--- src/rtl/alu_op_sequencer_if.sv ---
// Request, ALU-drive and response channels of the ALU operation sequencer.
// The slave modport is the sequencer's view; master is the environment's.
interface alu_op_sequencer_if;
   logic        req_valid;
   logic        req_ready;
   logic [3:0]  req_op;
   logic        req_wide;
   logic [63:0] req_a;
   logic [63:0] req_b;
   logic [4:0]  req_amt;

   logic [31:0] alu_a;
   logic [31:0] alu_b;
   logic [3:0]  alu_sel;
   logic        alu_cin;
   logic [31:0] alu_y;
   logic        alu_cout;
   logic        alu_neg;
   logic        alu_zero;
   logic        alu_ovf;

   logic        rsp_valid;
   logic        rsp_ready;
   logic [63:0] rsp_y;
   logic        rsp_cout;
   logic        rsp_neg;
   logic        rsp_zero;
   logic        rsp_ovf;
   logic        rsp_err;

   modport slave (
      input  req_valid, req_op, req_wide, req_a, req_b, req_amt,
      input  alu_y, alu_cout, alu_neg, alu_zero, alu_ovf,
      input  rsp_ready,
      output req_ready,
      output alu_a, alu_b, alu_sel, alu_cin,
      output rsp_valid, rsp_y, rsp_cout, rsp_neg, rsp_zero, rsp_ovf, rsp_err
   );

   modport master (
      output req_valid, req_op, req_wide, req_a, req_b, req_amt,
      output alu_y, alu_cout, alu_neg, alu_zero, alu_ovf,
      output rsp_ready,
      input  req_ready,
      input  alu_a, alu_b, alu_sel, alu_cin,
      input  rsp_valid, rsp_y, rsp_cout, rsp_neg, rsp_zero, rsp_ovf, rsp_err
   );
endinterface

--- src/rtl/alu_op_sequencer.sv ---
// Issue/collect controller that splits 32/64-bit requests into single-cycle
// passes through an external combinational 32-bit ALU and returns the result.
module alu_op_sequencer #(
   parameter int unsigned MAX_AMT = 31
) (
   input  logic               clk,
   input  logic               rst,
   alu_op_sequencer_if.slave  bus
);

   localparam logic [3:0] OP_AND  = 4'b0000;
   localparam logic [3:0] OP_OR   = 4'b0001;
   localparam logic [3:0] OP_NOT  = 4'b0010;
   localparam logic [3:0] OP_NOR  = 4'b0011;
   localparam logic [3:0] OP_XOR  = 4'b0100;
   localparam logic [3:0] OP_NAND = 4'b0101;
   localparam logic [3:0] OP_ADD  = 4'b0110;
   localparam logic [3:0] OP_SUB  = 4'b0111;
   localparam logic [3:0] OP_SHL  = 4'b1010;
   localparam logic [3:0] OP_ASHL = 4'b1011;
   localparam logic [3:0] OP_LSR  = 4'b1100;
   localparam logic [3:0] OP_ASR  = 4'b1101;

   typedef enum logic [2:0] {
      ST_IDLE    = 3'd0,
      ST_EXEC_LO = 3'd1,
      ST_EXEC_HI = 3'd2,
      ST_SHIFT   = 3'd3,
      ST_RESP    = 3'd4
   } state_t;

   typedef enum logic [1:0] {
      MODE_ONE  = 2'd0,
      MODE_WIDE = 2'd1,
      MODE_NOP  = 2'd2,
      MODE_ERR  = 2'd3
   } mode_t;

   state_t      state_q;
   mode_t       mode_q;
   logic        ready_q;
   logic        sub_q;
   logic [63:0] a_q;
   logic [63:0] b_q;
   logic [4:0]  cnt_q;
   logic [31:0] w_q;
   logic [31:0] lo_y_q;

   logic [31:0] alu_a_q;
   logic [31:0] alu_b_q;
   logic [3:0]  alu_sel_q;
   logic        alu_cin_q;

   logic        rsp_valid_q;
   logic [63:0] rsp_y_q;
   logic        rsp_cout_q;
   logic        rsp_neg_q;
   logic        rsp_zero_q;
   logic        rsp_ovf_q;
   logic        rsp_err_q;

   logic        dec_addsub;
   logic        dec_shift;
   logic        dec_err;
   logic [4:0]  dec_amt;

   // Classify the incoming opcode and clamp the shift count.
   always_comb begin
      dec_addsub = 1'b0;
      dec_shift  = 1'b0;
      dec_err    = 1'b0;
      case (bus.req_op)
         OP_AND, OP_OR, OP_NOT, OP_NOR, OP_XOR, OP_NAND: dec_err = 1'b0;
         OP_ADD, OP_SUB:                                 dec_addsub = 1'b1;
         OP_SHL, OP_ASHL, OP_LSR, OP_ASR:                dec_shift = 1'b1;
         default:                                        dec_err = 1'b1;
      endcase
      if (bus.req_wide && !dec_addsub) begin
         dec_err = 1'b1;
      end else begin
         dec_err = dec_err;
      end
      if (32'(bus.req_amt) > MAX_AMT) begin
         dec_amt = 5'(MAX_AMT);
      end else begin
         dec_amt = bus.req_amt;
      end
   end

   // Sequencer FSM with registered ALU drive and response outputs.
   always_ff @(posedge clk) begin
      if (rst) begin
         state_q     <= ST_IDLE;
         mode_q      <= MODE_ONE;
         ready_q     <= 1'b1;
         sub_q       <= 1'b0;
         a_q         <= 64'd0;
         b_q         <= 64'd0;
         cnt_q       <= 5'd0;
         w_q         <= 32'd0;
         lo_y_q      <= 32'd0;
         alu_a_q     <= 32'd0;
         alu_b_q     <= 32'd0;
         alu_sel_q   <= 4'd0;
         alu_cin_q   <= 1'b0;
         rsp_valid_q <= 1'b0;
         rsp_y_q     <= 64'd0;
         rsp_cout_q  <= 1'b0;
         rsp_neg_q   <= 1'b0;
         rsp_zero_q  <= 1'b0;
         rsp_ovf_q   <= 1'b0;
         rsp_err_q   <= 1'b0;
      end else begin
         case (state_q)
            ST_IDLE: begin
               if (bus.req_valid && ready_q) begin
                  ready_q <= 1'b0;
                  a_q     <= bus.req_a;
                  b_q     <= bus.req_b;
                  sub_q   <= (bus.req_op == OP_SUB);
                  if (dec_err) begin
                     mode_q    <= MODE_ERR;
                     state_q   <= ST_EXEC_LO;
                     alu_a_q   <= 32'd0;
                     alu_b_q   <= 32'd0;
                     alu_sel_q <= 4'd0;
                     alu_cin_q <= 1'b0;
                  end else if (dec_shift && (dec_amt == 5'd0)) begin
                     mode_q    <= MODE_NOP;
                     state_q   <= ST_EXEC_LO;
                     alu_a_q   <= 32'd0;
                     alu_b_q   <= 32'd0;
                     alu_sel_q <= 4'd0;
                     alu_cin_q <= 1'b0;
                  end else if (dec_shift) begin
                     state_q   <= ST_SHIFT;
                     cnt_q     <= dec_amt;
                     w_q       <= bus.req_a[31:0];
                     alu_a_q   <= bus.req_a[31:0];
                     alu_b_q   <= 32'd0;
                     alu_sel_q <= bus.req_op;
                     alu_cin_q <= 1'b0;
                  end else if (bus.req_wide) begin
                     // Subtraction is done as A + ~B + 1 across both halves.
                     mode_q    <= MODE_WIDE;
                     state_q   <= ST_EXEC_LO;
                     alu_a_q   <= bus.req_a[31:0];
                     alu_b_q   <= (bus.req_op == OP_SUB) ? ~bus.req_b[31:0] : bus.req_b[31:0];
                     alu_sel_q <= OP_ADD;
                     alu_cin_q <= (bus.req_op == OP_SUB);
                  end else begin
                     mode_q    <= MODE_ONE;
                     state_q   <= ST_EXEC_LO;
                     alu_a_q   <= bus.req_a[31:0];
                     alu_b_q   <= bus.req_b[31:0];
                     alu_sel_q <= bus.req_op;
                     alu_cin_q <= 1'b0;
                  end
               end else begin
                  ready_q <= 1'b1;
               end
            end

            ST_EXEC_LO: begin
               if (mode_q == MODE_WIDE) begin
                  state_q   <= ST_EXEC_HI;
                  lo_y_q    <= bus.alu_y;
                  alu_a_q   <= a_q[63:32];
                  alu_b_q   <= sub_q ? ~b_q[63:32] : b_q[63:32];
                  alu_sel_q <= OP_ADD;
                  alu_cin_q <= bus.alu_cout;
               end else begin
                  state_q     <= ST_RESP;
                  rsp_valid_q <= 1'b1;
                  alu_a_q     <= 32'd0;
                  alu_b_q     <= 32'd0;
                  alu_sel_q   <= 4'd0;
                  alu_cin_q   <= 1'b0;
                  case (mode_q)
                     MODE_NOP: begin
                        rsp_y_q    <= {32'd0, a_q[31:0]};
                        rsp_cout_q <= 1'b0;
                        rsp_neg_q  <= a_q[31];
                        rsp_zero_q <= (a_q[31:0] == 32'd0);
                        rsp_ovf_q  <= 1'b0;
                        rsp_err_q  <= 1'b0;
                     end
                     MODE_ERR: begin
                        rsp_y_q    <= 64'd0;
                        rsp_cout_q <= 1'b0;
                        rsp_neg_q  <= 1'b0;
                        rsp_zero_q <= 1'b0;
                        rsp_ovf_q  <= 1'b0;
                        rsp_err_q  <= 1'b1;
                     end
                     default: begin
                        rsp_y_q    <= {32'd0, bus.alu_y};
                        rsp_cout_q <= bus.alu_cout;
                        rsp_neg_q  <= bus.alu_neg;
                        rsp_zero_q <= bus.alu_zero;
                        rsp_ovf_q  <= bus.alu_ovf;
                        rsp_err_q  <= 1'b0;
                     end
                  endcase
               end
            end

            ST_EXEC_HI: begin
               // Zero must cover both halves, so it is not taken from alu_zero.
               state_q     <= ST_RESP;
               rsp_valid_q <= 1'b1;
               rsp_y_q     <= {bus.alu_y, lo_y_q};
               rsp_cout_q  <= bus.alu_cout;
               rsp_neg_q   <= bus.alu_neg;
               rsp_zero_q  <= (lo_y_q == 32'd0) && (bus.alu_y == 32'd0);
               rsp_ovf_q   <= bus.alu_ovf;
               rsp_err_q   <= 1'b0;
               alu_a_q     <= 32'd0;
               alu_b_q     <= 32'd0;
               alu_sel_q   <= 4'd0;
               alu_cin_q   <= 1'b0;
            end

            ST_SHIFT: begin
               w_q <= bus.alu_y;
               if (cnt_q == 5'd1) begin
                  cnt_q       <= 5'd0;
                  state_q     <= ST_RESP;
                  rsp_valid_q <= 1'b1;
                  rsp_y_q     <= {32'd0, bus.alu_y};
                  rsp_cout_q  <= bus.alu_cout;
                  rsp_neg_q   <= bus.alu_neg;
                  rsp_zero_q  <= bus.alu_zero;
                  rsp_ovf_q   <= bus.alu_ovf;
                  rsp_err_q   <= 1'b0;
                  alu_a_q     <= 32'd0;
                  alu_sel_q   <= 4'd0;
               end else begin
                  cnt_q   <= cnt_q - 5'd1;
                  alu_a_q <= bus.alu_y;
               end
            end

            ST_RESP: begin
               if (bus.rsp_ready) begin
                  state_q     <= ST_IDLE;
                  rsp_valid_q <= 1'b0;
                  ready_q     <= 1'b1;
               end else begin
                  rsp_valid_q <= 1'b1;
               end
            end

            default: begin
               state_q     <= ST_IDLE;
               ready_q     <= 1'b1;
               rsp_valid_q <= 1'b0;
               alu_sel_q   <= 4'd0;
            end
         endcase
      end
   end

   // Ready is masked combinationally so it drops in the reset cycle itself.
   assign bus.req_ready = ready_q & ~rst;
   assign bus.alu_a     = alu_a_q;
   assign bus.alu_b     = alu_b_q;
   assign bus.alu_sel   = alu_sel_q;
   assign bus.alu_cin   = alu_cin_q;
   assign bus.rsp_valid = rsp_valid_q;
   assign bus.rsp_y     = rsp_y_q;
   assign bus.rsp_cout  = rsp_cout_q;
   assign bus.rsp_neg   = rsp_neg_q;
   assign bus.rsp_zero  = rsp_zero_q;
   assign bus.rsp_ovf   = rsp_ovf_q;
   assign bus.rsp_err   = rsp_err_q;

endmodule

--- src/flat_wrapper.sv ---
// flat-port wrapper written by rule: the top's interface ports become plain ports
module alu_op_sequencer_flat 
#(
   parameter int unsigned MAX_AMT = 31
)
  (clk, rst, bus_req_valid, bus_req_op, bus_req_wide, bus_req_a, bus_req_b, bus_req_amt, bus_alu_y, bus_alu_cout, bus_alu_neg, bus_alu_zero, bus_alu_ovf, bus_rsp_ready, bus_req_ready, bus_alu_a, bus_alu_b, bus_alu_sel, bus_alu_cin, bus_rsp_valid, bus_rsp_y, bus_rsp_cout, bus_rsp_neg, bus_rsp_zero, bus_rsp_ovf, bus_rsp_err);
  alu_op_sequencer_if bus_i ();
  input  logic clk;
  input  logic rst;
  input wire logic [$bits(bus_i.req_valid)-1:0] bus_req_valid;
  input wire logic [$bits(bus_i.req_op)-1:0] bus_req_op;
  input wire logic [$bits(bus_i.req_wide)-1:0] bus_req_wide;
  input wire logic [$bits(bus_i.req_a)-1:0] bus_req_a;
  input wire logic [$bits(bus_i.req_b)-1:0] bus_req_b;
  input wire logic [$bits(bus_i.req_amt)-1:0] bus_req_amt;
  input wire logic [$bits(bus_i.alu_y)-1:0] bus_alu_y;
  input wire logic [$bits(bus_i.alu_cout)-1:0] bus_alu_cout;
  input wire logic [$bits(bus_i.alu_neg)-1:0] bus_alu_neg;
  input wire logic [$bits(bus_i.alu_zero)-1:0] bus_alu_zero;
  input wire logic [$bits(bus_i.alu_ovf)-1:0] bus_alu_ovf;
  input wire logic [$bits(bus_i.rsp_ready)-1:0] bus_rsp_ready;
  output wire logic [$bits(bus_i.req_ready)-1:0] bus_req_ready;
  output wire logic [$bits(bus_i.alu_a)-1:0] bus_alu_a;
  output wire logic [$bits(bus_i.alu_b)-1:0] bus_alu_b;
  output wire logic [$bits(bus_i.alu_sel)-1:0] bus_alu_sel;
  output wire logic [$bits(bus_i.alu_cin)-1:0] bus_alu_cin;
  output wire logic [$bits(bus_i.rsp_valid)-1:0] bus_rsp_valid;
  output wire logic [$bits(bus_i.rsp_y)-1:0] bus_rsp_y;
  output wire logic [$bits(bus_i.rsp_cout)-1:0] bus_rsp_cout;
  output wire logic [$bits(bus_i.rsp_neg)-1:0] bus_rsp_neg;
  output wire logic [$bits(bus_i.rsp_zero)-1:0] bus_rsp_zero;
  output wire logic [$bits(bus_i.rsp_ovf)-1:0] bus_rsp_ovf;
  output wire logic [$bits(bus_i.rsp_err)-1:0] bus_rsp_err;
  assign bus_i.req_valid = bus_req_valid;
  assign bus_i.req_op = bus_req_op;
  assign bus_i.req_wide = bus_req_wide;
  assign bus_i.req_a = bus_req_a;
  assign bus_i.req_b = bus_req_b;
  assign bus_i.req_amt = bus_req_amt;
  assign bus_i.alu_y = bus_alu_y;
  assign bus_i.alu_cout = bus_alu_cout;
  assign bus_i.alu_neg = bus_alu_neg;
  assign bus_i.alu_zero = bus_alu_zero;
  assign bus_i.alu_ovf = bus_alu_ovf;
  assign bus_i.rsp_ready = bus_rsp_ready;
  assign bus_req_ready = bus_i.req_ready;
  assign bus_alu_a = bus_i.alu_a;
  assign bus_alu_b = bus_i.alu_b;
  assign bus_alu_sel = bus_i.alu_sel;
  assign bus_alu_cin = bus_i.alu_cin;
  assign bus_rsp_valid = bus_i.rsp_valid;
  assign bus_rsp_y = bus_i.rsp_y;
  assign bus_rsp_cout = bus_i.rsp_cout;
  assign bus_rsp_neg = bus_i.rsp_neg;
  assign bus_rsp_zero = bus_i.rsp_zero;
  assign bus_rsp_ovf = bus_i.rsp_ovf;
  assign bus_rsp_err = bus_i.rsp_err;
  alu_op_sequencer #(.MAX_AMT(MAX_AMT)) u_core (.clk(clk), .rst(rst), .bus(bus_i));
endmodule
--- config.mk ---
export PLATFORM = sky130hd
export DESIGN_NAME = alu_op_sequencer_flat
export DESIGN_NICKNAME = d
export VERILOG_FILES = /design/src/rtl/alu_op_sequencer_if.sv /design/src/rtl/alu_op_sequencer.sv /design/src/flat_wrapper.sv
export SDC_FILE = /design/constraint.sdc
export NUM_CORES = 1
export LEC_CHECK = 0
export BUFFER_PORTS_ARGS = -buffer_cell sky130_fd_sc_hd__buf_2
export CELL_PAD_IN_SITES_DETAIL_PLACEMENT = 1
export CELL_PAD_IN_SITES_GLOBAL_PLACEMENT = 2
export CORE_ASPECT_RATIO = 0.7
export CORE_MARGIN = 3
export CORE_UTILIZATION = 30
export CTS_BUF_LIST = sky130_fd_sc_hd__clkbuf_2 sky130_fd_sc_hd__clkbuf_4 sky130_fd_sc_hd__clkbuf_8
export CTS_CLUSTER_SIZE = 12
export DETAILED_ROUTE_END_ITERATION = 6
export GPL_TIMING_DRIVEN = 0
export PLACE_DENSITY_LB_ADDON = 0.1
export REMOVE_ABC_BUFFERS = 1
export SLEW_MARGIN = 40
export SYNTH_ARGS = -nofsm -noshare
export SYNTH_HDL_FRONTEND = slang
export SYNTH_SLANG_ARGS = --single-unit
--- constraint.sdc ---
create_clock -name clk -period 2.4 [get_ports clk]
set_input_delay 0 -clock clk [delete_from_list [all_inputs] [get_ports clk]]
set_output_delay 0 -clock clk [all_outputs]
set_load 0.01 [all_outputs]
==> insert_results.sql <==
INSERT INTO impl_metrics (metric_group, metric, value, unit) VALUES
('synth', 'async_reset_ff_frac', '0', ''),
('clock_tree', 'cts_root_buf', 'clkbuf_8', ''),
('timing', 'post-route-worst-setup-slack', '0.123', 'ns'),
('floorplanning', 'die_x', '244', 'microns'),
('synth', 'flops_latches_synth', '279', ''),
('detailed_routing', 'wire_per_inst', '20.6', 'microns'),
('place', 'port_buffers', '317', ''),
('floorplanning', 'dieArea', '0.0422', 'sq mm'),
('run', 'max_cap_violations', '0', ''),
('setup_path', 'crit_chain', 'ha_1, or4b_4, a311o_2, buf_16, a221oi_1, a211oi_2', ''),
('detailed_routing', 'detail-route-antenna-nets', '0', ''),
('timing', 'rsz_0062_raised_after_global_routing', 'no', ''),
('synth', 'synth-edff-count', '0', ''),
('global_routing', 'antenna_found_initial', '3', ''),
('detailed_routing', 'post_detailed_routing_wire_length', '50400', 'microns'),
('synth', 'netlist_top_cells_area', 'dfxtp_1, nand2_1, a21oi_1, nor2_1, a22oi_1', ''),
('place', 'detailedPlacementHpwl', '34100', 'microns'),
('global_routing', 'vias_in_the_first_global_route', '12984', ''),
('synth', 'syn_avg_cell_area', '8.50', 'sq um'),
('floorplanning', 'floorplan.rows', '60', ''),
('setup_path', 'critical_path.endpoint_type', 'flop', ''),
('final_layout', 'multiInputGateArea', '0.00582', 'sq mm'),
('clock_tree', 'numCtsBuffers', '49', ''),
('setup_path', 'critPathMaxStageDelay', '0.50', 'ns'),
('pwr', 'combinationalPowerShare', '0.228', ''),
('setup_path', 'worst_setup_start_kind', 'flop', ''),
('place', 'dp_cells', '2160', ''),
('clock_tree', 'clkSinkCount', '279', ''),
('synth', 'syn_area', '0.0119', 'sq mm'),
('min_path', 'min-delay-path-class', 'in2reg', ''),
('setup_path', 'worst_ep_required_time', '2.83', 'ns'),
('floorplanning', 'placeableCoreArea', '0.0388', 'sq mm'),
('clock_tree', 'cts_max_level', '2', ''),
('global_routing', 'grt_start_max_net_pins', '79', ''),
('floorplanning', 'design.portCount', '318', ''),
('timing', 'finalClockSkew', '0.0236', 'ns'),
('synth', 'ys_seq_area_frac', '0.468', ''),
('clock_tree', 'max-clock-path-buffers', '3', ''),
('pwr', 'clock_power_share', '0.362', ''),
('timing', 'maxSlewViolCount', '0', ''),
('timing', 'final.min_clock_period', '2.28', 'ns'),
('setup_path', 'cpMaxStageDelayCell', 'or4b_4', ''),
('place', 'globalplace.congestion', '0.773', ''),
('pwr', 'ir_worst_vdd', '382', 'uV'),
('synth', 'post_synth_most_frequent_cells', 'dfxtp_1, nand2_1, a21oi_1, nor2_1, clkbuf_1', ''),
('setup_path', 'crit_type', 'reg2reg', ''),
('pwr', 'total_leakage_power', '0.00719', 'uW'),
('synth', 'post-synth-top-area-fraction', '0.468', ''),
('place', 'place_worst_setup_slack', '-0.600', 'ns'),
('detailed_routing', 'remaining_drc_errors', '0', ''),
('final_layout', 'finalNetCount', '2060', ''),
('synth', 'yosysTopAreaCell', 'dfxtp_1', ''),
('synth', 'yosys.cell_count.top_type', 'dfxtp_1', ''),
('clock_tree', 'clk_pin_slew', '0.06', 'ns'),
('final_layout', 'area.growth.synth_to_final', '47.0', '%'),
('clock_tree', 'clock_tree_from_tritoncts', 'built', ''),
('final_layout', 'postLayoutCellArea', '0.0175', 'sq mm'),
('floorplanning', 'floorplan.initialDensity', '0.307', ''),
('detailed_routing', 'route.vias.total', '12491', ''),
('timing', 'finalSetupViolCount', '0', ''),
('status', 'run_status', 'completed', ''),
('detailed_routing', 'drt_pre_antenna_iters', '6', ''),
('detailed_routing', 'detail_route.iter0.violations', '702', ''),
('synth', 'synth.lib_cells_used.distinct', '51', ''),
('synth', 'postSynthCellCount', '1404', ''),
('setup_path', 'critical_path.max_fanout', '14', ''),
('timing', 'fmaxAchievable', '439', 'MHz'),
('final_layout', 'non_filler_instances', '2447', ''),
('final_layout', 'drive_gt1_frac', '0.271', ''),
('global_routing', 'grt.overflow.total', '0', ''),
('synth', 'dominantRegCellSynth', 'dfxtp_1', '');
[power groups by stage]
stage	registers [uW]	logic, uW	clock network, uW
2_1_floorplan	5470	1200	0
4_1_cts	5300	2990	4860
5_1_grt	5360	3240	5080
3_5_place_dp	5400	2690	0
3_3_place_gp	5390	2490	0
6_report	5310	2960	4700
[sequential cells by signal, indices dropped and copies added (netlist names), 2 cells and up]
register	flops
u_core.a_q	64
u_core.bus.rsp_y	64
u_core.b_q	32
u_core.bus.alu_a	32
u_core.bus.alu_b	32
u_core.lo_y_q	32
u_core.cnt_q	5
u_core.bus.alu_sel	4
u_core.state_q	3
u_core.mode_q	2
[layout by cell type (no fill, tap or decap), types with 3 or more instances in the layout]
cell type	synthesis	layout
dlygate4sd3_1	0	189
nand2b_1	4	4
inv_1	6	6
a22oi_1	64	64
nand3_1	38	37
xnor2_1	35	35
nand2_1	277	274
o21ai_0	5	5
a21oi_1	142	141
buf_16	0	15
a311oi_1	32	32
buf_2	29	316
a221oi_1	36	36
buf_4	6	10
xor2_1	33	33
clkbuf_4	0	27
diode_2	0	3
buf_6	7	3
nand4_1	8	8
nor3_1	40	40
a222oi_1	32	32
dfxtp_1	279	275
clkbuf_8	0	60
a211oi_2	33	33
nor4_1	26	24
buf_12	0	8
nor2_1	142	140
dfxtp_4	0	3
buf_8	0	16
[kinds of logic (layout without fill, tap and decap cells)]
logic type,after synthesis,after routing,share of synthesized area
AND/OR/NAND/NOR,554,554,0.197
multiplexers,3,3,0.00262
AO/OA/AOI/OAI,360,360,0.228
buffers and inverters,138,651,0.0529
other,0,3,0
adder cells (fa/ha/maj),2,2,0.00210
XOR/XNOR,68,68,0.0499
flip-flops,279,279,0.468
[stage by stage]
step           power, uW  setup TNS (ns)  hold WS, ns
2_1_floorplan       6670         -472.58       0.0464
3_3_place_gp        7880        -1493.69        0.241
3_5_place_dp        8090          -16.73        0.248
4_1_cts            13200               0        0.178
5_1_grt            13700               0        0.201
6_report           13000               0        0.219
[routing by layer]
layer,track usage,share of wire,routed length (microns)
met2,0.375,0.46,23100
met1,0.319,0.47,23700
met3,0.0398,0.048,2440
met4,0.0601,0.024,1200
met5,0,0.00026,13
[final timing paths]
| check | depth (start not counted) | slack [ns] | from | to |
|---|---|---|---|---|
| max | 6 | 0.12 | u_core.cnt_q[0] | u_core.bus.rsp_zero |
| min | 4 | 0.22 | bus_req_a[41] | u_core.a_q[41] |
| max reg2reg | 6 | 0.12 | u_core.cnt_q[0] | u_core.bus.rsp_zero |
| min reg2reg | 2 | 0.45 | u_core.bus.rsp_cout | u_core.bus.rsp_cout |
[cell type report]
type | instances | share of cell area
clock inverters | 1 | 0.000285
multi-input cells | 987 | 0.332
flip-flops and latches | 279 | 0.319
well taps | 527 | 0.0376
repair buffers | 557 | 0.251
diodes | 3 | 0.000428
clock buffers | 87 | 0.0586
inverters | 6 | 0.00128
[worst max-delay path, delay by kind of cell (launching register included)]
family,cells,cell delay [ns]
and+or+nand+nor,1,0.50
DFF,1,0.38
adders and majority gates,1,0.17
AOI/OAI and AO/OA,3,0.88
buffers and inverters,1,0.19
[repair_timing]
item | in CTS | in global routing
gates cloned | 0 | 0
hold buffers | 189 | 0
gates resized for setup | 8 | 3
hold endpoints to repair | 278 | 0
endpoints found under the setup margin | 79 | 33
setup buffers | 7 | 2
pin swaps | 2 | 3
No activity file was read; power rests on OpenSTA's default activity.
